`src/rtl/hyst_pkg.sv`:
```
// ----------------------------------------------------------------------------
// hyst_pkg
// Shared types and constants for the hysteresis tracker.
//   pix_class_e : 2-bit pixel class held in the line buffers (NONE/WEAK/STRONG)
//   state_e     : frame-sequencing FSM states (RUN/FLUSH/DONE)
//   EDGE_ON / EDGE_OFF : binary edge-map output codes
//   classify()  : maps a threshold-stage byte to its class
// ----------------------------------------------------------------------------
package hyst_pkg;

   typedef enum logic [1:0] {
      CLS_NONE   = 2'd0,
      CLS_WEAK   = 2'd1,
      CLS_STRONG = 2'd2
   } pix_class_e;

   typedef enum logic [1:0] {
      ST_RUN   = 2'd0,
      ST_FLUSH = 2'd1,
      ST_DONE  = 2'd2
   } state_e;

   localparam logic [7:0] EDGE_ON  = 8'hFF;
   localparam logic [7:0] EDGE_OFF = 8'h00;

   // The strong code is checked first so that a strong code of zero
   // would still classify as strong rather than none.
   function automatic pix_class_e classify(input logic [7:0] pix,
                                           input logic [7:0] strong_val);
      if (pix == strong_val) begin
         return CLS_STRONG;
      end else if (pix == 8'h00) begin
         return CLS_NONE;
      end else begin
         return CLS_WEAK;
      end
   endfunction

endpackage

```
`src/rtl/hyst_line_buffer.sv`:
```
// ----------------------------------------------------------------------------
// hyst_line_buffer
// DEPTH-entry delay line of 2-bit pixel classes. Each shift_en pushes din in
// and the entry pushed DEPTH shifts ago appears on dout.
// Ports:
//   clk, rst_n : clock, asynchronous active-low reset (contents -> NONE)
//   shift_en   : advance the line by one pixel
//   din        : class entering the line
//   dout       : class leaving the line (oldest entry)
// ----------------------------------------------------------------------------
module hyst_line_buffer
   import hyst_pkg::*;
#(
   parameter int unsigned DEPTH = 504
) (
   input  logic       clk,
   input  logic       rst_n,
   input  logic       shift_en,
   input  pix_class_e din,
   output pix_class_e dout
);

   logic [DEPTH-1:0][1:0] mem_q;

   always_ff @(posedge clk or negedge rst_n) begin
      if (!rst_n) begin
         mem_q <= '0;
      end else if (shift_en) begin
         mem_q <= {mem_q[DEPTH-2:0], din};
      end
   end

   assign dout = pix_class_e'(mem_q[DEPTH-1]);

endmodule

```
`src/rtl/hysteresis_tracker.sv`:
```
// ----------------------------------------------------------------------------
// hysteresis_tracker
// Final Canny stage: 3x3 single-pass hysteresis over a raster stream of
// threshold codes. Weak pixels touching a strong neighbour become edges,
// strong pixels are always edges, everything else is cleared.
// Ports:
//   clk, rst_n  : clock, asynchronous active-low reset
//   in_valid    : in_pixel carries a threshold code
//   in_pixel    : STRONG_VAL = strong, 0 = none, other = weak
//   in_ready    : pixel accepted when in_valid && in_ready
//   out_valid   : out_pixel valid this cycle
//   out_pixel   : 8'hFF edge / 8'h00 no edge
//   frame_done  : one-cycle pulse the cycle after the last output of a frame
// Optional build macro HYST_STATS_EN adds stat_strong, stat_promoted and
// stat_suppressed per-frame counters.
//
// Handshake: the input is a valid/ready interface; a pixel transfers on any
// rising edge where in_valid && in_ready. in_ready depends only on the FSM
// state. The output has no back-pressure: out_valid is a one-cycle strobe.
// ----------------------------------------------------------------------------
module hysteresis_tracker
   import hyst_pkg::*;
#(
   parameter int unsigned WIDTH      = 504,
   parameter int unsigned HEIGHT     = 504,
   parameter logic [7:0]  STRONG_VAL = 8'hFF
) (
   input  logic        clk,
   input  logic        rst_n,
   input  logic        in_valid,
   input  logic [7:0]  in_pixel,
   output logic        in_ready,
   output logic        out_valid,
   output logic [7:0]  out_pixel,
   output logic        frame_done
`ifdef HYST_STATS_EN
   ,
   output logic [31:0] stat_strong,
   output logic [31:0] stat_promoted,
   output logic [31:0] stat_suppressed
`endif
);

   localparam int unsigned CW = $clog2(WIDTH);
   localparam int unsigned RW = $clog2(HEIGHT);
   localparam int unsigned FW = $clog2(WIDTH + 2);

   localparam logic [CW-1:0] COL_LAST   = CW'(WIDTH - 1);
   localparam logic [RW-1:0] ROW_LAST   = RW'(HEIGHT - 1);
   localparam logic [FW-1:0] FILL_FULL  = FW'(WIDTH + 1);
   localparam logic [FW-1:0] FLUSH_LAST = FW'(WIDTH);

   // ---------------------------------------------------------------- state
   state_e          state_q, state_d;
   logic [FW-1:0]   flush_q, flush_d;
   logic [CW-1:0]   col_q, col_d;      // position of next input pixel
   logic [RW-1:0]   row_q, row_d;
   logic [CW-1:0]   ccol_q, ccol_d;    // position of current window center
   logic [RW-1:0]   crow_q, crow_d;
   logic [FW-1:0]   fill_q, fill_d;    // pixels shifted in, saturating

   // Window: a = one pixel behind the newest column, b = two behind.
   pix_class_e      w0a_q, w0b_q, w1a_q, w1b_q, w2a_q, w2b_q;
   pix_class_e      lb0_out, lb1_out;

   logic            out_valid_q;
   logic [7:0]      out_pixel_q;
   logic            frame_done_q;

   // FSM outputs
   logic            flush_step;
   logic            frame_start;

   // datapath
   logic            accept;
   logic            step;
   logic            produce;
   logic            last_in;
   pix_class_e      new_cls;
   logic [CW-1:0]   col_b, ccol_b;
   logic [RW-1:0]   row_b, crow_b;
   logic [FW-1:0]   fill_b;
   logic            m_top, m_bot, m_left, m_right;
   logic            nb_strong;
   logic            is_edge;
   logic            ctr_is_strong, ctr_is_promoted, ctr_is_suppressed;

   // ------------------------------------------------ FSM: state register
   always_ff @(posedge clk or negedge rst_n) begin
      if (!rst_n) begin
         state_q <= ST_RUN;
         flush_q <= '0;
      end else begin
         state_q <= state_d;
         flush_q <= flush_d;
      end
   end

   // ------------------------------------------------ FSM: next state
   always_comb begin
      state_d = state_q;
      flush_d = '0;
      case (state_q)
         ST_RUN: begin
            if (last_in) state_d = ST_FLUSH;
         end
         ST_FLUSH: begin
            flush_d = flush_q + FW'(1);
            if (flush_q == FLUSH_LAST) begin
               state_d = ST_DONE;
               flush_d = '0;
            end
         end
         ST_DONE: begin
            state_d = ST_RUN;
         end
         default: begin
            state_d = ST_RUN;
         end
      endcase
   end

   // ------------------------------------------------ FSM: outputs
   // DONE keeps in_ready high: a pixel arriving then is pixel (0,0) of the
   // next frame, which lets frames stream back-to-back.
   always_comb begin
      in_ready    = 1'b0;
      flush_step  = 1'b0;
      frame_start = 1'b0;
      case (state_q)
         ST_RUN:   in_ready = 1'b1;
         ST_FLUSH: flush_step = 1'b1;
         ST_DONE: begin
            in_ready    = 1'b1;
            frame_start = 1'b1;
         end
         default: in_ready = 1'b0;
      endcase
   end

   // ------------------------------------------------ stream control
   assign accept  = in_valid && in_ready;
   assign step    = accept || flush_step;
   assign new_cls = flush_step ? CLS_NONE : classify(in_pixel, STRONG_VAL);

   // In DONE every counter reads as zero, so a pixel accepted there starts
   // the new frame from a clean base.
   assign col_b  = frame_start ? '0 : col_q;
   assign row_b  = frame_start ? '0 : row_q;
   assign ccol_b = frame_start ? '0 : ccol_q;
   assign crow_b = frame_start ? '0 : crow_q;
   assign fill_b = frame_start ? '0 : fill_q;

   assign last_in = accept && (col_b == COL_LAST) && (row_b == ROW_LAST);
   assign produce = step && (fill_b == FILL_FULL);

   always_comb begin
      col_d  = col_b;
      row_d  = row_b;
      ccol_d = ccol_b;
      crow_d = crow_b;
      fill_d = fill_b;
      if (accept) begin
         if (col_b == COL_LAST) begin
            col_d = '0;
            row_d = (row_b == ROW_LAST) ? '0 : row_b + RW'(1);
         end else begin
            col_d = col_b + CW'(1);
         end
      end
      if (step && (fill_b != FILL_FULL)) begin
         fill_d = fill_b + FW'(1);
      end
      if (produce) begin
         if (ccol_b == COL_LAST) begin
            ccol_d = '0;
            crow_d = (crow_b == ROW_LAST) ? '0 : crow_b + RW'(1);
         end else begin
            ccol_d = ccol_b + CW'(1);
         end
      end
   end

   always_ff @(posedge clk or negedge rst_n) begin
      if (!rst_n) begin
         col_q  <= '0;
         row_q  <= '0;
         ccol_q <= '0;
         crow_q <= '0;
         fill_q <= '0;
      end else begin
         col_q  <= col_d;
         row_q  <= row_d;
         ccol_q <= ccol_d;
         crow_q <= crow_d;
         fill_q <= fill_d;
      end
   end

   // ------------------------------------------------ line buffers
   hyst_line_buffer #(.DEPTH(WIDTH)) u_lb0 (
      .clk      (clk),
      .rst_n    (rst_n),
      .shift_en (step),
      .din      (new_cls),
      .dout     (lb0_out)
   );

   hyst_line_buffer #(.DEPTH(WIDTH)) u_lb1 (
      .clk      (clk),
      .rst_n    (rst_n),
      .shift_en (step),
      .din      (lb0_out),
      .dout     (lb1_out)
   );

   always_ff @(posedge clk or negedge rst_n) begin
      if (!rst_n) begin
         w0a_q <= CLS_NONE;
         w0b_q <= CLS_NONE;
         w1a_q <= CLS_NONE;
         w1b_q <= CLS_NONE;
         w2a_q <= CLS_NONE;
         w2b_q <= CLS_NONE;
      end else if (step) begin
         w0b_q <= w0a_q;
         w0a_q <= lb1_out;
         w1b_q <= w1a_q;
         w1a_q <= lb0_out;
         w2b_q <= w2a_q;
         w2a_q <= new_cls;
      end
   end

   // ------------------------------------------------ decision
   // The window's right column is the live tap (line-buffer outputs and the
   // incoming class); the center is w1a_q. Border masks stop neighbours
   // leaking in from the previous line, previous frame or flush padding.
   always_comb begin
      m_top   = (crow_b == '0);
      m_bot   = (crow_b == ROW_LAST);
      m_left  = (ccol_b == '0);
      m_right = (ccol_b == COL_LAST);

      nb_strong = 1'b0;
      if (!m_top) begin
         if (!m_left  && (w0b_q   == CLS_STRONG)) nb_strong = 1'b1;
         if (            w0a_q   == CLS_STRONG ) nb_strong = 1'b1;
         if (!m_right && (lb1_out == CLS_STRONG)) nb_strong = 1'b1;
      end
      if (!m_left  && (w1b_q   == CLS_STRONG)) nb_strong = 1'b1;
      if (!m_right && (lb0_out == CLS_STRONG)) nb_strong = 1'b1;
      if (!m_bot) begin
         if (!m_left  && (w2b_q   == CLS_STRONG)) nb_strong = 1'b1;
         if (            w2a_q   == CLS_STRONG ) nb_strong = 1'b1;
         if (!m_right && (new_cls == CLS_STRONG)) nb_strong = 1'b1;
      end

      ctr_is_strong     = (w1a_q == CLS_STRONG);
      ctr_is_promoted   = (w1a_q == CLS_WEAK) && nb_strong;
      ctr_is_suppressed = (w1a_q == CLS_WEAK) && !nb_strong;
      is_edge           = ctr_is_strong || ctr_is_promoted;
   end

   always_ff @(posedge clk or negedge rst_n) begin
      if (!rst_n) begin
         out_valid_q  <= 1'b0;
         out_pixel_q  <= EDGE_OFF;
         frame_done_q <= 1'b0;
      end else begin
         out_valid_q  <= produce;
         frame_done_q <= frame_start;
         if (produce) begin
            out_pixel_q <= is_edge ? EDGE_ON : EDGE_OFF;
         end
      end
   end

   assign out_valid  = out_valid_q;
   assign out_pixel  = out_pixel_q;
   assign frame_done = frame_done_q;

`ifdef HYST_STATS_EN
   // ------------------------------------------------ per-frame statistics
   // Totals stay visible after a frame ends; the first output of the next
   // frame restarts them from zero before counting itself.
   logic [31:0] stat_strong_q, stat_promoted_q, stat_suppressed_q;
   logic        stat_clr_pend_q;
   logic [31:0] strong_b, promoted_b, suppressed_b;

   assign strong_b     = stat_clr_pend_q ? 32'd0 : stat_strong_q;
   assign promoted_b   = stat_clr_pend_q ? 32'd0 : stat_promoted_q;
   assign suppressed_b = stat_clr_pend_q ? 32'd0 : stat_suppressed_q;

   always_ff @(posedge clk or negedge rst_n) begin
      if (!rst_n) begin
         stat_strong_q     <= '0;
         stat_promoted_q   <= '0;
         stat_suppressed_q <= '0;
         stat_clr_pend_q   <= 1'b0;
      end else begin
         if (produce) begin
            stat_strong_q     <= strong_b     + {31'd0, ctr_is_strong};
            stat_promoted_q   <= promoted_b   + {31'd0, ctr_is_promoted};
            stat_suppressed_q <= suppressed_b + {31'd0, ctr_is_suppressed};
            stat_clr_pend_q   <= 1'b0;
         end else if (frame_start) begin
            stat_clr_pend_q   <= 1'b1;
         end
      end
   end

   assign stat_strong     = stat_strong_q;
   assign stat_promoted   = stat_promoted_q;
   assign stat_suppressed = stat_suppressed_q;
`endif

endmodule

```
`config.mk`:
```
export PLATFORM = sky130hd
export DESIGN_NAME = hysteresis_tracker
export DESIGN_NICKNAME = d
export VERILOG_FILES = /design/src/rtl/hyst_pkg.sv /design/src/rtl/hyst_line_buffer.sv /design/src/rtl/hysteresis_tracker.sv
export SDC_FILE = /design/constraint.sdc
export NUM_CORES = 2
export LEC_CHECK = 0
export CORE_MARGIN = 3
export CORE_UTILIZATION = 40
export DETAILED_ROUTE_END_ITERATION = 12
export RECOVER_POWER = 100
export SYNTH_ARGS = -nofsm -noshare
export SYNTH_HDL_FRONTEND = slang
export SYNTH_SLANG_ARGS = --single-unit
```
`constraint.sdc`:
```
create_clock -name clk -period 8.9 [get_ports clk]
set_clock_uncertainty 0.2 [all_clocks]
set_input_delay 0.89 -clock clk [delete_from_list [all_inputs] [get_ports clk]]
set_output_delay 0.89 -clock clk [all_outputs]
set_load 0.01 [all_outputs]
```
[Word-level counts from Yosys, hierarchy flattened]
Cells that the tools add are included.
Cells by class
  add/subtract/negate cells: 6
  equal/unequal tests: 22
  mux-type cells: 38
  reductions and logical operators: 22
Operator list (number)
  2-to-1 mux 9 bit: 18
  adder 9 x 1 -> 9 bit, second input constant: 6
  == test 9 bit, second input constant: 6
  == test 2 bit, second input constant: 10
  logical NOT 9 bit: 2
  2-to-1 mux 1 bit: 14
  logical AND 1 bit: 12
  inequality test 9 bit, second input constant: 1
  == test 8 bit, second input constant: 1
  logical NOT 8 bit: 1
  2-to-1 mux 2 bit: 4
  2-to-1 mux 8 bit: 1
  == test 2 x 1 -> 1 bit, second input constant: 2
  inequality test 2 bit, second input constant: 2
  one-hot mux 2 bit (2 select lines): 1
  logical NOT 1 bit: 2
  logical NOT 2 bit: 1
  logical OR 1 bit: 2
  AND reduction 2 bit: 1
  OR reduction 2 bit: 1
Storage, ports and cells
  bits in registers: 2086
  input bits: 11
  logic and storage cells: 1108

[Logic depth before layout (Yosys ltp)]
  depth after elaboration: 19
  depth in mapped cells: 14
  gate-level depth less buffers: 10

[Modules after synthesis]
From an unflattened synthesis, not the netlist that was laid out.
Unflattened totals
  cell total of the unflattened synthesis: 4674
  area, all modules: 80237.0 µm²
Modules (own cells, without submodules)
  hyst_line_buffer: instances 2, cells each 2130, area each 38225.4 µm², sequential area each 25224.2 µm²
  hysteresis_tracker: instances 1, cells each 414, area each 3786.1 µm², sequential area each 1776.7 µm²

[Least setup slack after synthesis]
Ideal clock, no wire load.
  path kind: reg2reg
  start: register state_q[1]
  end: register crow_q[6]
  arrival time: 3034 ps
  required time: 8622 ps
  setup slack: 5588 ps
  cell stages (with the launch flop): 12
  period minus slack after synthesis: 3312 ps
  cells stage by stage: dfrtp_1 > or2b_2 > buf_2 > clkbuf_1 > and2_1 > ha_1 > nand3b_1 > or4b_4 > nor4_4 > nand2_2 > or4_1 > a21oi_1
On the way
  word-level cells in the longest chain between the ends: 7
  elaborated cells on any way between the ends: 20
  those cells by class: add/sub: 1; eq/ne: 5; mux: 9; reduce/logical: 5
Ends and longest elaborated chain
  start, declared: line hysteresis_tracker.sv:54  | state_e state_q, state_d;
  start signal, assigned: line hysteresis_tracker.sv:94  | state_q <= state_d;
  == test 2 bit or logical NOT 2 bit (tied branches): line hysteresis_tracker.sv:130  | case (state_q)
  2-to-1 mux 1 bit or OR reduction 2 bit (tied branches)
  2-to-1 mux 9 bit or 2-to-1 mux 1 bit (tied branches): line hysteresis_tracker.sv:151, hysteresis_tracker.sv:130
  adder 9 x 1 -> 9 bit (tied with other cells): line hysteresis_tracker.sv:177  | crow_d = (crow_b == ROW_LAST) ? '0 : crow_b + RW'(1);
  2-to-1 mux 9 bit or logical OR 1 bit (tied branches): line hysteresis_tracker.sv:177, hysteresis_tracker.sv:143
  2-to-1 mux 9 bit or logical AND 1 bit (tied branches): line hysteresis_tracker.sv:175, hysteresis_tracker.sv:155
  2-to-1 mux 9 bit *: line hysteresis_tracker.sv:174  | if (produce) begin
  named net crow_d[6]: line hysteresis_tracker.sv:59  | logic [RW-1:0] crow_q, crow_d;
  end signal, assigned: line hysteresis_tracker.sv:195  | crow_q <= crow_d;
  end, declared: line hysteresis_tracker.sv:59
Mark *: on every way through the listed nets, which the timed path passes. The rest lies on a longest branch.
A chain may end at the register's enable or synchronous reset.

[Worst setup path in the final report]
  start: input in_valid
  end: register u_lb1.mem_q[193] (netlist bit)
On the way
  word-level cells in the longest chain between the ends: 2
Ends and longest elaborated chain
  start, declared: line hysteresis_tracker.sv:30  | input logic in_valid,
  logical AND 1 bit: line hysteresis_tracker.sv:142  | assign accept = in_valid && in_ready;
  logical OR 1 bit: line hysteresis_tracker.sv:143  | assign step = accept || flush_step;
  end signal, assigned: line hyst_line_buffer.sv:29  | mem_q <= {mem_q[DEPTH-2:0], din};
  end, declared: line hyst_line_buffer.sv:23  | logic [DEPTH-1:0][1:0] mem_q;
No other way between the ends.

==> results.txt <==
The region available for standard cell placement spans 194000 um2. After detailed routing, the total wire length is 126 mm. For the pin with the worst max-slew slack, the measured transition is 4320 ps. For the CTS sink count, the log shows 2079.

The number of clock buffers added by TritonCTS is 212. The initialized floorplan defines 161 standard-cell rows. The final reports fail on max-capacitance violations, max-slew violations.

For this run, design rule violations remaining after detail routing come to 0. Ranked by total cell area, the synthesized netlist is headed by sky130_fd_sc_hd__dfrtp_1 66%, sky130_fd_sc_hd__nand2_1 29%, sky130_fd_sc_hd__clkbuf_1 2.0%. The largest individual stage delay along the critical path comes from the cell sky130_fd_sc_hd__or2_0. Of the total synthesized cell area, the portion taken by XOR and XNOR cells is 0.257%. Prior to clock tree synthesis, the placed netlist has a worst setup slack of 4190 ps.

TritonCTS built the clock tree. After clock tree synthesis, the repair step resized 0 gates. Of the cells placed in the final design, the portion with a size suffix greater than 1 is 4.36%. Counting flops and latches in the post-synthesis netlist gives 2079.

Setup violations remaining at the end of the flow were counted as 0. The run gives 9450 ps as the critical path required time. The tree is rooted in a sky130_fd_sc_hd__clkbuf_16.

The first-pass GRT wire length is 230 mm. The worst setup path is captured at a flip-flop. Of all cell types, the one taking the most synthesized area is sky130_fd_sc_hd__dfrtp_1. The fraction of synthesized area in multiplexers is 0.0655%, and the clock-pin transition on the worst setup and hold timing paths is 60 ps. The width of the die was 449 um; the achievable frequency was 168 MHz.

The netlist uses 47 different library cells. The worst path meets setup with 2950 ps of slack. The detailed-route wire length per cell is 11.0 um, and the I/O pin total is 22. The type of the setup path with the least slack is in -> reg. Together, buffers and inverters on the worst path number 3. For this run, the post-layout net count is 8732. For the final routed database, the setup TNS stands at 0 ps.

Using the TritonRoute via totals, the vias-per-cell ratio works out to 4.57. At the worst endpoint, the arrival time is 6500 ps. The congestion estimate from routability-driven global placement came to 0.717. The final critical path takes up 66.8% of the cycle. The kind of path behind the tightest hold check was reg -> reg.

After layout, the minimum clock period comes to 5950 ps. The number of antenna violations at the first check in global routing is 1, and the mean post-synth cell area is 8.80 um2. Summing the sequential cell areas from Yosys gives 66.4% of the chip area. Walking the worst path, the cells encountered are dlygate4sd3_1 -> nor2b_1 -> or2_0 -> buf_12 -> clkbuf_2 -> nand2_1 -> nand2_1. Worst-case clock buffer depth: 3. The worst pin sits at a relative slew slack of -188%. By count the netlist is led by 6106 x sky130_fd_sc_hd__nand2_1, 2079 x sky130_fd_sc_hd__dfrtp_1, 412 x sky130_fd_sc_hd__clkbuf_1, 43 x sky130_fd_sc_hd__buf_2, 39 x sky130_fd_sc_hd__nor2_1. The die height is 449 um.

Initial standard-cell utilization of the core: 40.5%. The detailed router placed 52511 vias in this run. The dominant delay contributor by cell family on the critical path is simple AND/OR/NAND/NOR gates.

Global routing finished with a remaining overflow of 0. Delay contributed by the slowest stage of the critical path: 2030 ps. The detailed router finished its first iteration with 4678 violations. The layout-stage area growth over the synthesis result was 12.2%. Synthesis handed over a netlist of 8902 instances. The worst-case vdd ir drop is 0.000149 V, and the highest net fanout along the worst path is 146. Dominant register cell in the synthesized netlist: sky130_fd_sc_hd__dfrtp_1. For the all-layer global routing usage, the log shows 12.7%. The tools report the leakage power figure as 50.3 nW.

The number of max-slew violations in the final report was 918; the number of global-route vias before repair was 51108. Counting every net in the synthesized netlist gives 8922. Entering global routing, the biggest net connects 236 pins. By area, the combinational part of the netlist is dominated by simple AND/OR/NAND/NOR gates. Of the post-synthesis cell area, the dominant cell type holds 66.4%. Startpoint type of the worst setup path: an input pin. The Yosys step of the flow raised 0 warnings.

The total standard cell area after synthesis is 78300 um2. The register area is 52000 um2, and the post-synthesis simple-gate area fraction is 30.3%. Most prevalent standard cell on the critical path: sky130_fd_sc_hd__nand2_1. Fill cells in the final layout number 18231.

The run gives 0 as the count of endpoints failing hold in the final timing report. Dividing total power by cell area gives a power density of 213 nW/um2. Setup repair after global routing left no endpoint under its margin. Most frequent cell after synthesis: sky130_fd_sc_hd__nand2_1.

The pre-antenna-repair detailed-routing pass consisted of 5 iterations. Depth of the CTS H-tree: 4. The count of maximum capacitance violations is 11, and the clock network latency to the later pin of the worst-skew pair is 830 ps. In this run the remaining antenna-violating nets after routing total 0. The count of flip-flops with a built-in enable after synthesis was 0; the multi-input combinational cell area was 24400 um2. The run finished, with violations left. The compound-gate portion of the synthesized area is 0.423%, and the area of the die is 201000 um2. Synthesized-area fraction occupied by adder cells: 0.144%.

The count of buffers from port buffering works out to 21. After synthesis, the share of flip-flops with an asynchronous set or reset is 100%. The tools report the half-perimeter wire length of the detailed placement result as 64.4 mm.
-- per-stage QoR --
step | power (mW) | std cells | cell area, um2 | util, % | hold WS [ps]
6_report | 18.8 | 11501 | 87900 | 45.4 | 237
4_1_cts | 19.1 | 11500 | 88000 | 45.5 | 230
2_1_floorplan | 9.64 | 8902 | 78300 | - | 231
3_3_place_gp | 9.85 | 11105 | 80700 | 41.7 | 248
5_1_grt | 19.5 | 11501 | 87900 | 45.4 | 246
3_5_place_dp | 9.85 | 11105 | 80700 | 41.7 | 253
-- metal layers --
layer / share of wire, % / GRT usage, %
met5: 0 / 0
met4: 2.1 / 3.75
met3: 3.1 / 2.23
met2: 46 / 21.2
met1: 49 / 17.0
-- cell families (layout without fill, tap and decap cells) --
| logic type | Yosys count | after routing |
|---|---|---|
| AND/OR/NAND/NOR | 6246 | 6246 |
| multiplexers | 5 | 5 |
| AO/OA/AOI/OAI | 60 | 60 |
| other | 0 | 1 |
| buffers and inverters | 480 | 470 |
| XOR/XNOR | 23 | 23 |
| flip-flops | 2079 | 2079 |
| adder cells (fa/ha/maj) | 9 | 9 |
-- timing repair --
| action | CTS | global route |
|---|---|---|
| hold buffers | 1 | 0 |
| buffers inserted | 0 | 0 |
| endpoints found under the hold margin | 113 | 0 |
-- worst min-delay path: stages (launching register included) --
cell	delay [ps]
sky130_fd_sc_hd__dfrtp_1	340
sky130_fd_sc_hd__nand2_1	50
sky130_fd_sc_hd__nand2_1	50
-- path summary, 6_finish.rpt --
check / startpoint / end / slack, ps / cells past startpoint
worst min register to register: u_lb1.mem_q[614]$_DFFE_PN0P_ / u_lb1.mem_q[616]$_DFFE_PN0P_ / 240 / 2
worst max register to register: state_q[0]$_DFFE_PN0P_ / u_lb1.mem_q[193]$_DFFE_PN0P_ / 3220 / 6
max in group asynchronous: rst_n / row_q[0]$_DFF_PN0_ / 3280 / 3
worst max-delay path: in_valid / u_lb1.mem_q[193]$_DFFE_PN0P_ / 2950 / 7
worst min-delay path: u_lb1.mem_q[614]$_DFFE_PN0P_ / u_lb1.mem_q[616]$_DFFE_PN0P_ / 240 / 2
min in group asynchronous: rst_n / u_lb1.mem_q[335]$_DFFE_PN0P_ / 490 / 2
-- power breakdown --
part / switching (mW) / total (mW) / internal [mW] / leakage (nW)
Clock: 3.67 / 9.11 / 5.43 / 3.58
Sequential: 0.00195 / 9.46 / 9.46 / 29.0
Combinational: 0.182 / 0.199 / 0.0172 / 17.7
Total: 3.86 / 18.8 / 14.9 / 50.3
-- layout by cell type (no fill, tap or decap), types with 3 or more instances in the layout --
master	Yosys	layout
sky130_fd_sc_hd__clkbuf_1	412	51
sky130_fd_sc_hd__buf_12	0	26
sky130_fd_sc_hd__and3_1	8	8
sky130_fd_sc_hd__clkbuf_2	0	4
sky130_fd_sc_hd__clkinvlp_4	0	13
sky130_fd_sc_hd__inv_16	0	4
sky130_fd_sc_hd__xnor2_1	10	10
sky130_fd_sc_hd__dlygate4sd3_1	0	14
sky130_fd_sc_hd__and2_1	5	3
sky130_fd_sc_hd__nand3_1	23	23
sky130_fd_sc_hd__nor4_1	9	10
sky130_fd_sc_hd__nor2_1	39	39
sky130_fd_sc_hd__nor2b_1	3	3
sky130_fd_sc_hd__nand2b_1	5	6
sky130_fd_sc_hd__clkinv_16	0	3
sky130_fd_sc_hd__dfrtp_1	2079	2079
sky130_fd_sc_hd__xor2_1	13	13
sky130_fd_sc_hd__mux2i_1	4	4
sky130_fd_sc_hd__nor3_1	6	6
sky130_fd_sc_hd__bufinv_16	0	21
sky130_fd_sc_hd__clkinv_2	0	37
sky130_fd_sc_hd__a21oi_1	22	22
sky130_fd_sc_hd__inv_1	12	13
sky130_fd_sc_hd__nand2_1	6106	6106
sky130_fd_sc_hd__or3_1	6	6
sky130_fd_sc_hd__buf_4	8	6
sky130_fd_sc_hd__nand4b_1	4	4
sky130_fd_sc_hd__ha_1	9	9
sky130_fd_sc_hd__clkbuf_16	0	213
sky130_fd_sc_hd__nor3b_1	4	4
sky130_fd_sc_hd__clkbuf_8	0	48
sky130_fd_sc_hd__inv_6	0	6
sky130_fd_sc_hd__nand4_1	11	11
sky130_fd_sc_hd__clkdlybuf4s50_1	0	7
sky130_fd_sc_hd__o21ai_0	27	27
sky130_fd_sc_hd__or4_1	4	4
sky130_fd_sc_hd__nand3b_1	4	4
-- final cells by class --
| type | instances | area share (%) |
|---|---|---|
| flip-flops and latches | 2079 | 59.2 |
| multi-input cells | 6343 | 27.8 |
| clock buffers | 307 | 7.01 |
| well taps | 2608 | 3.71 |
| clock inverters | 87 | 1.33 |
| repair buffers | 63 | 0.958 |
| inverters | 13 | 0.0555 |
| diodes | 1 | 0.00285 |
-- state kept, by name, indices dropped and copies added (netlist names), 2 cells and up --
register	flops
fill_q	9
state_q	2
w0a_q	2
u_lb0.mem_q	1006
ccol_q	9
u_lb0.dout	2
flush_q	9
col_q	9
u_lb1.mem_q	1006
u_lb1.dout	2
w0b_q	2
row_q	9
crow_q	9
Note: power is estimated with default switching activity, not from simulation.
